<file path="src/rtl/pulse_gen_pkg.sv">
// rtl/pulse_gen_pkg.sv - mode/state codes and configuration legality check for pulse_gen_prog
package pulse_gen_pkg;

    typedef enum logic [1:0] {
        MODE_CONT   = 2'b00,
        MODE_BURST  = 2'b01,
        MODE_SINGLE = 2'b10,
        MODE_RSVD   = 2'b11
    } mode_e;

    localparam logic [1:0] IDLE  = 2'd0;
    localparam logic [1:0] DELAY = 2'd1;
    localparam logic [1:0] RUN   = 2'd2;

    // Fields arrive zero-extended to 32 bits so one function serves any CNT_W/BURST_W.
    function automatic logic cfg_legal(input mode_e m, input logic [31:0] p,
                                       input logic [31:0] w, input logic [31:0] n);
        case (m)
            MODE_CONT:   return (p >= 2) && (w >= 1) && (w < p);
            MODE_BURST:  return (p >= 2) && (w >= 1) && (w < p) && (n >= 1);
            MODE_SINGLE: return (w >= 1);
            default:     return 1'b0;
        endcase
    endfunction

endpackage

</file>
<file path="src/rtl/pulse_gen_timer.sv">
// rtl/pulse_gen_timer.sv - loadable up-counter wrapping at a terminal value, with terminal-count flag
module pulse_gen_timer #(
    parameter int CNT_W = 16
) (
    input  logic             clk,
    input  logic             reset,
    input  logic             load,
    input  logic [CNT_W-1:0] load_val,
    input  logic             en,
    input  logic [CNT_W-1:0] terminal,
    output logic [CNT_W-1:0] count,
    output logic             tc
);

    assign tc = (count == terminal);

    always_ff @(posedge clk or posedge reset) begin
        if (reset) begin
            count <= '0;
        end else if (load) begin
            count <= load_val;
        end else if (en) begin
            count <= tc ? '0 : count + 1'b1;
        end
    end

endmodule

</file>
<file path="src/rtl/pulse_gen_prog.sv">
// rtl/pulse_gen_prog.sv - programmable pulse train (continuous/burst/single-shot)
// Optional start-phase delay is compiled in with PULSE_GEN_PHASE_EN.
module pulse_gen_prog
    import pulse_gen_pkg::*;
#(
    parameter int CNT_W   = 16,
    parameter int BURST_W = 8
) (
    input  logic               clk,
    input  logic               reset,
    input  logic               enable,
    input  logic               start,
    input  logic [1:0]         mode,
    input  logic [CNT_W-1:0]   period,
    input  logic [CNT_W-1:0]   width,
    input  logic [BURST_W-1:0] burst_len,
`ifdef PULSE_GEN_PHASE_EN
    input  logic [CNT_W-1:0]   phase,
`endif
    output logic               pulse_out,
    output logic               busy,
    output logic               done,
    output logic               cfg_err
);

    logic [1:0]         state;
    mode_e              mode_in;
    mode_e              sh_mode;
    logic [CNT_W-1:0]   sh_period;
    logic [CNT_W-1:0]   sh_width;
    logic [BURST_W-1:0] sh_left;
    logic [CNT_W-1:0]   term;
    logic [CNT_W-1:0]   cnt;
    logic               tc;
    logic               trig;
    logic               legal;
    logic               reload_ok;
    logic               err_armed;
`ifdef PULSE_GEN_PHASE_EN
    logic [CNT_W-1:0]   sh_phase;
`endif

    assign mode_in   = mode_e'(mode);
    assign legal     = cfg_legal(mode_in, 32'(period), 32'(width), 32'(burst_len));
    assign reload_ok = cfg_legal(MODE_CONT, 32'(period), 32'(width), 32'd1);
    assign trig      = (state == IDLE) && enable && ((mode_in == MODE_CONT) || start);
    assign busy      = (state != IDLE);

    // A single shot is one "period" of W cycles with no low tail.
    always_comb begin
        term = (sh_mode == MODE_SINGLE) ? sh_width - 1'b1 : sh_period - 1'b1;
`ifdef PULSE_GEN_PHASE_EN
        if (state == DELAY) term = sh_phase - 1'b1;
`endif
    end

    pulse_gen_timer #(.CNT_W(CNT_W)) u_timer (
        .clk      (clk),
        .reset    (reset),
        .load     (trig),
        .load_val ('0),
        .en       (busy),
        .terminal (term),
        .count    (cnt),
        .tc       (tc)
    );

    always_ff @(posedge clk or posedge reset) begin
        if (reset) begin
            state     <= IDLE;
            sh_mode   <= MODE_CONT;
            sh_period <= '0;
            sh_width  <= '0;
            sh_left   <= '0;
            err_armed <= 1'b1;
            pulse_out <= 1'b0;
            done      <= 1'b0;
            cfg_err   <= 1'b0;
`ifdef PULSE_GEN_PHASE_EN
            sh_phase  <= '0;
`endif
        end else begin
            done    <= 1'b0;
            cfg_err <= 1'b0;
            if (!enable) err_armed <= 1'b1;
            case (state)
                IDLE: begin
                    if (trig && legal) begin
                        sh_mode   <= mode_in;
                        sh_period <= period;
                        sh_width  <= width;
                        sh_left   <= burst_len;
`ifdef PULSE_GEN_PHASE_EN
                        sh_phase  <= phase;
                        if (phase != '0) begin
                            state     <= DELAY;
                            pulse_out <= 1'b0;
                        end else begin
                            state     <= RUN;
                            pulse_out <= 1'b1;
                        end
`else
                        state     <= RUN;
                        pulse_out <= 1'b1;
`endif
                    end else if (trig && ((mode_in != MODE_CONT) || err_armed)) begin
                        // Continuous retries every cycle while enabled, so it only reports once per enable edge.
                        cfg_err <= 1'b1;
                        if (mode_in == MODE_CONT) err_armed <= 1'b0;
                    end
                end
`ifdef PULSE_GEN_PHASE_EN
                DELAY: begin
                    if (!enable) begin
                        state <= IDLE;
                    end else if (tc) begin
                        state     <= RUN;
                        pulse_out <= 1'b1;
                    end
                end
`endif
                RUN: begin
                    if (!tc) begin
                        pulse_out <= (cnt + 1'b1) < sh_width;
                    end else begin
                        pulse_out <= 1'b0;
                        state     <= IDLE;
                        case (sh_mode)
                            MODE_SINGLE: done <= 1'b1;
                            MODE_BURST: begin
                                if (sh_left == BURST_W'(1)) begin
                                    done <= 1'b1;
                                end else if (enable) begin
                                    state     <= RUN;
                                    pulse_out <= 1'b1;
                                    sh_left   <= sh_left - 1'b1;
                                end
                            end
                            default: begin
                                if (enable && reload_ok) begin
                                    state     <= RUN;
                                    pulse_out <= 1'b1;
                                    sh_period <= period;
                                    sh_width  <= width;
                                end else if (enable) begin
                                    cfg_err   <= 1'b1;
                                    err_armed <= 1'b0;
                                end
                            end
                        endcase
                    end
                end
                default: state <= IDLE;
            endcase
        end
    end

endmodule

</file>
<file path="config.mk">
export PLATFORM = sky130hd
export DESIGN_NAME = pulse_gen_prog
export DESIGN_NICKNAME = d
export VERILOG_FILES = /design/src/rtl/pulse_gen_pkg.sv /design/src/rtl/pulse_gen_timer.sv /design/src/rtl/pulse_gen_prog.sv
export SDC_FILE = /design/constraint.sdc
export NUM_CORES = 1
export LEC_CHECK = 0
export BUFFER_PORTS_ARGS = -buffer_cell sky130_fd_sc_hd__clkbuf_2
export CORE_MARGIN = 3
export CORE_UTILIZATION = 45
export DETAILED_ROUTE_END_ITERATION = 10
export GPL_TIMING_DRIVEN = 0
export HOLD_SLACK_MARGIN = 0.1
export PLACE_DENSITY = 0.68
export SLEW_MARGIN = 20
export SYNTH_ARGS = -nofsm -noshare
export SYNTH_HDL_FRONTEND = slang
export SYNTH_HIERARCHICAL = 1
export SYNTH_SLANG_ARGS = --single-unit
</file>
<file path="constraint.sdc">
create_clock -name clk -period 5.1 [get_ports clk]
set_clock_uncertainty 0.2 [all_clocks]
set_input_delay 0.51 -clock clk [delete_from_list [all_inputs] [get_ports clk]]
set_output_delay 0.51 -clock clk [all_outputs]
set_load 0.01 [all_outputs]
</file>
==> impl_metrics.env, run 1 <==
export IMPL_antenna_left=0
export IMPL_synth_area_sq_mm=0.00512
export IMPL_netlist_area_leader_share_pct=30.3
export IMPL_yosys_top_cells_area="dfrtp_1, ha_1, mux2_4, xor2_1, xnor2_1"
export IMPL_synth_edf_count=0
export IMPL_critPathArrivalTime_ns=4.89
export IMPL_clockBufferDepth=2
export IMPL_worst_ir_drop_vdd_mv=0.209
export IMPL_cp_max_fo=10
export IMPL_dp_cells=741
export IMPL_holdPathStages=2
export IMPL_stdcell_count=765
export IMPL_ys_seq_area_share_pct=30.8
export IMPL_reg2reg_to="sh_left[5]$_DFFE_PP0P_"
export IMPL_path_clk_slew_ns=0.06
export IMPL_overflow=0
export IMPL_end_kind="register"
export IMPL_power_w=0.00337
export IMPL_max_stage_delay_ns=0.43
export IMPL_drc=0
export IMPL_ff2ff_setup_slack_ns=0.22
export IMPL_synth_ff_latch_count=63
export IMPL_io_pins=50
export IMPL_p_leak_nw=2.88
export IMPL_avgSynthCellArea_sq_um=9.55
export IMPL_cpLargestDelayFamily="simple AND/OR/NAND/NOR gates"
export IMPL_antenna_found_initial=0
export IMPL_wl_per_cell_microns=16.3
export IMPL_crit_chain="inv_1, ha_1, clkbuf_4, buf_8, buf_12, mux2i_2, ha_2, o21ai_1, nand2b_4, or2_4, nor3b_2, o21ai_1, xor2_1, xor2_1, nor4_2, nand4_2, inv_2, and2_4, nand4_1, or3_4, o211ai_1, o31ai_1, a211o_1"
export IMPL_ys_top_cells_by_count="dfrtp_1, inv_1, ha_1"
export IMPL_hold_viol=0
export IMPL_vias=4188
export IMPL_period_minus_slack_ns=4.88
export IMPL_final_setup_viol_count=0
export IMPL_clk_latency_ns=0.32
export IMPL_via_per_inst=5.47
export IMPL_grt_pass1_wl_microns=21500
export IMPL_finalSetupTns_ns=0
export IMPL_placed_cell_area_sq_mm=0.00562
export IMPL_grt_max_degree=34
export IMPL_syn_instance_count=536
export IMPL_cts_buffers=9
export IMPL_reg2regPathDepth=23
export IMPL_gp_congestion=0.895
export IMPL_ys_warn_count=6
export IMPL_drive_gt1_share_pct=23.8
export IMPL_placementRows=38
export IMPL_synth_top_area_cell="dfrtp_1"
export IMPL_io_buffers=49
export IMPL_dp_hpwl_microns=9810
export IMPL_core_area_sq_mm=0.0110
export IMPL_h_tree_depth=3
export IMPL_yosysMostFrequentCell="dfrtp_1"
export IMPL_criticalPathCategory="reg -> reg"
export IMPL_drt_initial_drc_count=137
export IMPL_outcome="complete, no violations"
export IMPL_grtUsageTotal_pct=20.8
export IMPL_die_h_microns=113
export IMPL_min_path_type="in -> reg"
export IMPL_grt_pass1_vias=4404
export IMPL_max_slew_margin_pct=52.5
export IMPL_initial_core_util_pct=46.6
export IMPL_tightest_slew_ns=0.711
export IMPL_die_area_sq_mm=0.0127
export IMPL_synthFlopType="dfrtp_1"
export IMPL_r2r_start="sh_mode[0]$_DFFE_PP0P_"
export IMPL_power_density_mw_per_mm2=551
export IMPL_clock_fmax_mhz=205
export IMPL_hold_slack_ns=0.235
export IMPL_die_w_microns=113
export IMPL_required_ns=5.11
export IMPL_cts_root_buf="clkbuf_16"
export IMPL_cts_sinks=63
export IMPL_slew_viol_final=0
export IMPL_min_to="err_armed$_DFF_PP1_"
export IMPL_first_pass_iters=4
export IMPL_area_growth_syn_to_layout_pct=19.3
export IMPL_finalNetCount=703
export IMPL_postLayoutCellArea_sq_mm=0.00611
export IMPL_diodes=0
export IMPL_min_period_over_period_pct=95.7
export IMPL_crit_slowest_cell="or3_4"
export IMPL_drv_cap=0
export IMPL_startpoint_type="register"
export IMPL_routed_wl_microns=12500
export IMPL_synth_cell_type_count=66
export IMPL_crit_buf_inv=5
export IMPL_hold_path_startpoint="enable"
export IMPL_ys_async_sr_fraction_pct=100
export IMPL_cts_tree="done"
-- layout by cell type (no fill, tap or decap), types with 3 or more instances in the layout --
master,synthesis,routed
o21ai_2,10,10
mux2_1,3,3
nor3b_1,22,21
inv_1,46,44
o221ai_1,3,3
conb_1,1,16
mux2i_1,14,12
o21ai_1,6,6
clkbuf_1,10,7
nor3_1,14,14
buf_4,0,8
xor2_1,36,36
ha_1,37,36
clkbuf_16,0,9
nor4_2,3,4
a21o_1,6,6
nor4_1,11,10
nand4_1,11,11
xnor2_1,26,26
nand3_1,19,19
clkbuf_2,0,49
o21ai_0,18,18
buf_6,3,3
nand2_1,28,28
o211ai_1,3,3
mux2_4,30,30
nor2_1,24,24
bufinv_16,0,3
dfrtp_1,62,62
buf_12,1,3
a21oi_1,28,28
and4_1,3,3
and3_1,9,9
inv_2,1,3
-- flip-flops by register name, indices dropped and copies added (netlist names) --
| register | count |
|---|---|
| sh_period | 16 |
| sh_width | 16 |
| u_timer/count | 16 |
| sh_left | 8 |
| sh_mode | 2 |
| cfg_err | 1 |
| done | 1 |
| err_armed | 1 |
| pulse_out | 1 |
| state | 1 |
-- metal layers --
layer | up-vias | global-route usage (%) | wire (microns) | share of wire, %
met5 | - | 0 | 0 | 0
met4 | 0 | 7.61 | 282 | 2.3
met3 | 21 | 3.18 | 433 | 3.5
met2 | 90 | 34.5 | 6080 | 49
met1 | 2011 | 27.4 | 5690 | 46
li1 | 2066 | - | - | -
-- layout make-up --
cell class,count,area (sq um)
repair buffers,59,335
clock buffers,11,253
fillers,962,4880
clock inverters,5,104
flip-flops and latches,63,1580
multi-input cells,424,3350
inverters,47,176
plain buffers,16,133
well taps,140,175
-- power breakdown --
group	total (W)	leakage, nW	switching [W]	internal (W)
registers	0.00104	0.742	0.000319	0.000718
logic	0.00160	1.97	0.000793	0.000808
clock network	0.000729	0.176	0.000225	0.000504
-- how the worst max path moves through the flow --
stage	start	endpoint	cells past startpoint
5_1_grt	sh_mode[0]$_DFFE_PP0P_	sh_left[5]$_DFFE_PP0P_	23
2_1_floorplan	sh_mode[0]$_DFFE_PP0P_	sh_left[5]$_DFFE_PP0P_	24
6_report	sh_mode[0]$_DFFE_PP0P_	sh_left[5]$_DFFE_PP0P_	23
4_1_cts	sh_mode[0]$_DFFE_PP0P_	sh_left[5]$_DFFE_PP0P_	23
3_3_place_gp	sh_mode[0]$_DFFE_PP0P_	sh_left[5]$_DFFE_PP0P_	24
3_5_place_dp	sh_mode[0]$_DFFE_PP0P_	sh_left[5]$_DFFE_PP0P_	24
-- kinds of logic after synthesis --
logic type	Yosys count	share of synthesized area (%)
buffers and inverters	64	5.53
AND/OR/NAND/NOR	162	18.4
multiplexers	47	12.2
other	1	0.0733
AO/OA/AOI/OAI	100	13.3
flip-flops	63	30.8
XOR/XNOR	62	10.6
adder cells (fa/ha/maj)	37	9.05
-- what timing repair did --
item                                    CTS  global route
resized for setup                         7            11
endpoints found under the hold margin    25             0
pin swaps                                 3             2
hold buffers                              1             0
buffers inserted                          2             6
gates cloned                              0             0
endpoints found under the setup margin   42             5
-- per-stage QoR --
step,utilization (%),worst slack (ns)
after global routing,55.6,-0.0423
final,55.6,0.219
after CTS,54.9,0.0580
after global placement,51.0,-0.669
after floorplan,-,0.0601
after detailed placement,51.2,-0.862
(Power assumes the default switching activity.)
==> run 2: changes to the inputs <==
PLACE_DENSITY = not set   (was 0.68)
PLACE_DENSITY_LB_ADDON = 0.3   (was not set)
SLEW_MARGIN = not set   (was 20)
==> run 2 against run 1 <==
  * Non-clock buffer count fell by 1
  * Clock-buffer cell count unchanged
  * Global-route usage is 0.71 points lower
  * Cell area is 0.49% lower
  * Die area unchanged
==> impl_metrics.env, run 2 (synthesis gave the netlist of run 1 again) <==
export IMPL_antenna_found_initial=0
export IMPL_clockBufferDepth=2
export IMPL_final_core_util_pct=55.3
export IMPL_outcome="complete, no violations"
export IMPL_core_area_sq_mm=0.0110
export IMPL_path_clk_slew_ns=0.06
export IMPL_drc=0
export IMPL_worst_ir_drop_vdd_mv=0.224
export IMPL_finalSetupTns_ns=0
export IMPL_clock_fmax_mhz=208
export IMPL_cts_buffers=9
export IMPL_drt_initial_drc_count=141
export IMPL_reg_top3="sh_period (16), sh_width (16), u_timer/count (16)"
export IMPL_min_period_over_period_pct=94.1
export IMPL_p_leak_nw=2.87
export IMPL_h_tree_depth=3
export IMPL_routed_top_layer="met4"
export IMPL_met3_length_microns=427
export IMPL_met2_wirelength_microns=5880
export IMPL_startpoint_type="register"
export IMPL_tightest_slew_ns=0.652
export IMPL_area_growth_syn_to_layout_pct=18.7
export IMPL_drt_met1_wl_microns=5630
export IMPL_power_density_mw_per_mm2=547
export IMPL_drv_cap=0
export IMPL_finalWorstSetupSlack_ns=0.300
export IMPL_via_per_inst=5.51
export IMPL_grtUsageTotal_pct=20.1
export IMPL_pre_cts_ws_ns=-0.869
export IMPL_diodes=0
export IMPL_finalNetCount=702
export IMPL_initial_core_util_pct=46.6
export IMPL_period_minus_slack_ns=4.80
export IMPL_grt_pass1_wl_microns=20800
export IMPL_grt_pass1_vias=4335
export IMPL_dp_hpwl_microns=9710
export IMPL_io_buffers=49
export IMPL_cts_tree="done"
export IMPL_drive_gt1_share_pct=23.6
export IMPL_required_ns=5.11
export IMPL_hold_slack_ns=0.241
export IMPL_cts_sinks=63
export IMPL_cp_max_fo=10
export IMPL_final_setup_viol_count=0
export IMPL_min_path_type="in -> reg"
export IMPL_cts_root_buf="clkbuf_16"
export IMPL_routed_wl_microns=12200
export IMPL_die_w_microns=113
export IMPL_grt_max_degree=40
export IMPL_most_common_layout_cells="dfrtp_1, clkbuf_2, inv_1, xor2_1, ha_1"
export IMPL_criticalPathCategory="reg -> reg"
export IMPL_die_area_sq_mm=0.0127
export IMPL_clk_latency_ns=0.32
export IMPL_antenna_left=0
export IMPL_end_kind="register"
export IMPL_critPathArrivalTime_ns=4.81
export IMPL_wl_per_cell_microns=16.0
export IMPL_io_pins=50
export IMPL_final_common_cell="dfrtp_1"
export IMPL_first_pass_iters=4
export IMPL_overflow=0
export IMPL_max_slew_margin_pct=56.4
export IMPL_placementRows=38
export IMPL_gp_congestion=0.883
export IMPL_vias=4210
export IMPL_hold_viol=0
export IMPL_die_h_microns=113
export IMPL_slew_viol_final=0
==> run 2: cell count changes in the layout (fill, tap and decap cells not counted) <==
cell / change
mux2i_2: -1
clkinvlp_4: +2
clkbuf_16: +1
clkinv_4: -1
mux2i_1: +1
bufinv_16: -1
buf_12: -1
clkbuf_4: -1
==> run 2: per-layer routing <==
metal / track usage (%) / vias up
met4: 8.73 / 0
met5: 0 / -
met1: 26.7 / 2022
met2: 33.0 / 94
li1: - / 2070
met3: 2.16 / 24
==> run 2: where the power goes <==
group | switching, W | total (W) | leakage, nW | internal, W
Clock | 0.000223 | 0.000676 | 0.158 | 0.000453
Sequential | 0.000321 | 0.00104 | 0.742 | 0.000718
Combinational | 0.000792 | 0.00161 | 1.97 | 0.000817
Total | 0.00134 | 0.00332 | 2.87 | 0.00199
==> run 2: final timing paths <==
check                                    startpoint                       endpoint  slack [ns]  cells past startpoint
max                          sh_mode[0]$_DFFE_PP0P_         sh_left[5]$_DFFE_PP0P_        0.30                     23
min                                          enable            err_armed$_DFF_PP1_        0.24                      2
max reg2reg                  sh_mode[0]$_DFFE_PP0P_         sh_left[5]$_DFFE_PP0P_        0.30                     23
min reg2reg                sh_period[7]$_DFFE_PP0P_       sh_period[7]$_DFFE_PP0P_        0.33                      1
max in group asynchronous                     reset  u_timer/count[12]$_DFFE_PP0P_        3.65                      3
min in group asynchronous                     reset         sh_left[4]$_DFFE_PP0P_        0.45                      3
==> run 2: timing repair <==
item	CTS	global route
cloned	0	0
endpoints found under the hold margin	24	0
resized for setup	8	9
setup buffers	1	6
pin swaps	3	5
endpoints found under the setup margin	41	4
hold buffers	1	0
==> run 2: area by class of cell <==
| type | count | area, sq um |
|---|---|---|
| sequential | 63 | 1580 |
| inverter | 47 | 176 |
| fill | 931 | 4910 |
| multi-input combinational | 424 | 3350 |
| tap | 140 | 175 |
| timing repair buffer | 58 | 328 |
| clock inverter | 5 | 80.1 |
| buffer | 16 | 138 |
| clock buffer | 11 | 253 |
==> run 2: worst max-delay path, stage by stage (launching register included) <==
cell	delay, ns
dfrtp_1	0.39
inv_1	0.06
ha_1	0.14
buf_4	0.16
buf_8	0.15
clkbuf_16	0.14
mux2i_1	0.19
ha_2	0.20
o21ai_1	0.09
nand2b_4	0.16
or2_4	0.26
nor3b_2	0.20
o21ai_1	0.11
xor2_1	0.17
xor2_1	0.17
nor4_2	0.32
nand4_2	0.17
inv_2	0.15
and2_4	0.17
nand4_1	0.15
or3_4	0.38
o211ai_1	0.17
o31ai_1	0.09
a211o_1	0.27
==> run 2: per-stage QoR <==
step / total power (W) / area [sq um] / cells
global route: 0.00358 / 6080 / 764
floorplan: 0.00219 / 5180 / 551
detailed placement: 0.00258 / 5620 / 741
finish: 0.00332 / 6080 / 764
CTS: 0.00330 / 6010 / 758
global placement: 0.00250 / 5600 / 740
==> run 3: changes to the inputs <==
CORE_MARGIN = not set   (was 3)
SETUP_SLACK_MARGIN = 0.4   (was not set)
==> run 3 against run 2 <==
  * Final cell count is 2.9% higher
  * Register-to-register slack better by 0.02 ns
  * Worst hold slack got worse by 0.016 ns
  * Cell area grew 5.6%
  * Wire length increased by 5.3%
  * Total power up 2.9%
  * Global-route usage is 3.4 points higher
  * Worst setup slack improved by 0.021 ns
  * Flip-flop and latch count is the same
  * Clock power is 3.1% lower
  * Non-clock buffer count increased by 22
  * Via count is 2.2% higher
==> impl_metrics.env, run 3 (synthesis gave the netlist of run 1 again) <==
export IMPL_io_pins=50
export IMPL_grt_pass1_vias=4361
export IMPL_final_setup_viol_count=0
export IMPL_dp_hpwl_microns=9590
export IMPL_tightest_slew_ns=0.657
export IMPL_die_w_microns=109
export IMPL_critPathArrivalTime_ns=4.79
export IMPL_cts_sinks=63
export IMPL_gp_congestion=0.886
export IMPL_first_pass_iters=4
export IMPL_initial_core_util_pct=46.6
export IMPL_max_slew_margin_pct=56.1
export IMPL_cts_buffers=9
export IMPL_placed_cell_area_sq_mm=0.00565
export IMPL_antenna_found_initial=0
export IMPL_postLayoutCellArea_sq_mm=0.00642
export IMPL_cpLargestDelayFamily="buffers and inverters"
export IMPL_clock_fmax_mhz=209
export IMPL_cp_max_fo=7
export IMPL_core_area_sq_mm=0.0110
export IMPL_antenna_left=0
export IMPL_criticalPathCategory="reg -> reg"
export IMPL_hold_slack_ns=0.225
export IMPL_min_path_type="in -> reg"
export IMPL_startpoint_type="register"
export IMPL_worst_ir_drop_vdd_mv=0.225
export IMPL_grt_max_degree=37
export IMPL_drc=0
export IMPL_via_per_inst=5.47
export IMPL_routed_wl_microns=12900
export IMPL_cts_tree="done"
export IMPL_hold_viol=0
export IMPL_hold_path_startpoint="enable"
export IMPL_min_period_over_period_pct=93.7
export IMPL_required_ns=5.11
export IMPL_fillers=911
export IMPL_power_density_mw_per_mm2=533
export IMPL_max_stage_delay_ns=0.37
export IMPL_end_kind="register"
export IMPL_clk_latency_ns=0.33
export IMPL_overflow=0
export IMPL_final_core_util_pct=58.4
export IMPL_crit_slowest_cell="dfrtp_1"
export IMPL_clockBufferDepth=2
export IMPL_area_growth_syn_to_layout_pct=25.4
export IMPL_drive_gt1_share_pct=27.9
export IMPL_finalNetCount=724
export IMPL_most_common_layout_cells="dfrtp_1, clkbuf_2, inv_1, xor2_1, ha_1"
export IMPL_diodes=0
export IMPL_h_tree_depth=3
export IMPL_reg_top3="sh_period (16), sh_width (16), u_timer/count (16)"
export IMPL_period_minus_slack_ns=4.78
export IMPL_die_area_sq_mm=0.0118
export IMPL_grtUsageTotal_pct=23.5
export IMPL_outcome="complete, no violations"
export IMPL_die_h_microns=109
export IMPL_io_buffers=49
export IMPL_rsz0062_at_grt="yes"
export IMPL_vias=4301
export IMPL_placementRows=38
export IMPL_crit_buf_inv=11
export IMPL_final_common_cell="dfrtp_1"
export IMPL_drt_initial_drc_count=177
export IMPL_r2r_start="sh_mode[0]$_DFFE_PP0P_"
export IMPL_slew_viol_final=0
export IMPL_crit_start="sh_mode[0]$_DFFE_PP0P_"
export IMPL_p_leak_nw=3.05
export IMPL_drv_cap=0
export IMPL_path_clk_slew_ns=0.05
export IMPL_wl_per_cell_microns=16.4
export IMPL_grt_pass1_wl_microns=21300
export IMPL_cts_root_buf="clkbuf_16"
[run 3: cell types whose count changed in the layout (fill, tap and decap cells not counted), sizes merged]
cell,before,now
buf,16,35
clkbuf,68,72
clkinv,1,2
clkinvlp,2,0
[run 3: final timing paths]
path,endpoint,slack [ns],cells past startpoint
max,sh_period[14]$_DFFE_PP0P_,0.32,26
min,err_armed$_DFF_PP1_,0.23,2
max reg2reg,sh_period[14]$_DFFE_PP0P_,0.32,26
min reg2reg,sh_left[7]$_DFFE_PP0P_,0.32,1
max in group asynchronous,err_armed$_DFF_PP1_,3.64,4
min in group asynchronous,sh_left[4]$_DFFE_PP0P_,0.50,3
[run 3: power by group]
| part | total (W) | switching (W) | internal, W |
|---|---|---|---|
| Clock | 0.000655 | 0.000216 | 0.000440 |
| Sequential | 0.00104 | 0.000326 | 0.000718 |
| Combinational | 0.00172 | 0.000832 | 0.000891 |
| Total | 0.00342 | 0.00137 | 0.00205 |
[run 3: area by class of cell]
class                           instances  area (sq um)  share of cell area [%]
Clock buffer                           12           246                    3.84
Clock inverter                          4          70.1                    1.09
Sequential cell                        63          1580                    24.6
Buffer                                 17           201                    3.14
Timing Repair Buffer                   79           559                    8.72
Inverter                               47           176                    2.75
Multi-Input combinational cell        424          3410                    53.1
Tap cell                              140           175                    2.73
[run 3: routing by layer]
metal,global-route usage (%),vias to the layer above,share of wire (%)
li1,-,2122,-
met5,0,-,0
met2,39.6,93,50
met3,3.83,24,3.4
met1,30.3,2062,45
met4,8.49,0,1.9
[run 3: metrics by stage]
| stage | TNS (ns) | setup slack (ns) | total power, W | instances |
|---|---|---|---|---|
| 2_1_floorplan | 0 | 0.435 | 0.00220 | 551 |
| 5_1_grt | 0 | 0.136 | 0.00367 | 786 |
| 3_5_place_dp | -0.725 | -0.435 | 0.00258 | 741 |
| 6_report | 0 | 0.321 | 0.00342 | 786 |
| 4_1_cts | 0 | 0.276 | 0.00338 | 777 |
| 3_3_place_gp | -0.296 | -0.248 | 0.00251 | 740 |
[run 3: timing repair]
| action | in CTS | in global routing |
|---|---|---|
| pin swaps | 11 | 10 |
| gates resized for setup | 33 | 8 |
| buffers inserted | 18 | 7 |
| cloned | 1 | 2 |
| endpoints found under the hold margin | 27 | 0 |
| setup endpoints to repair | 41 | 41 |
| hold buffers | 1 | 0 |
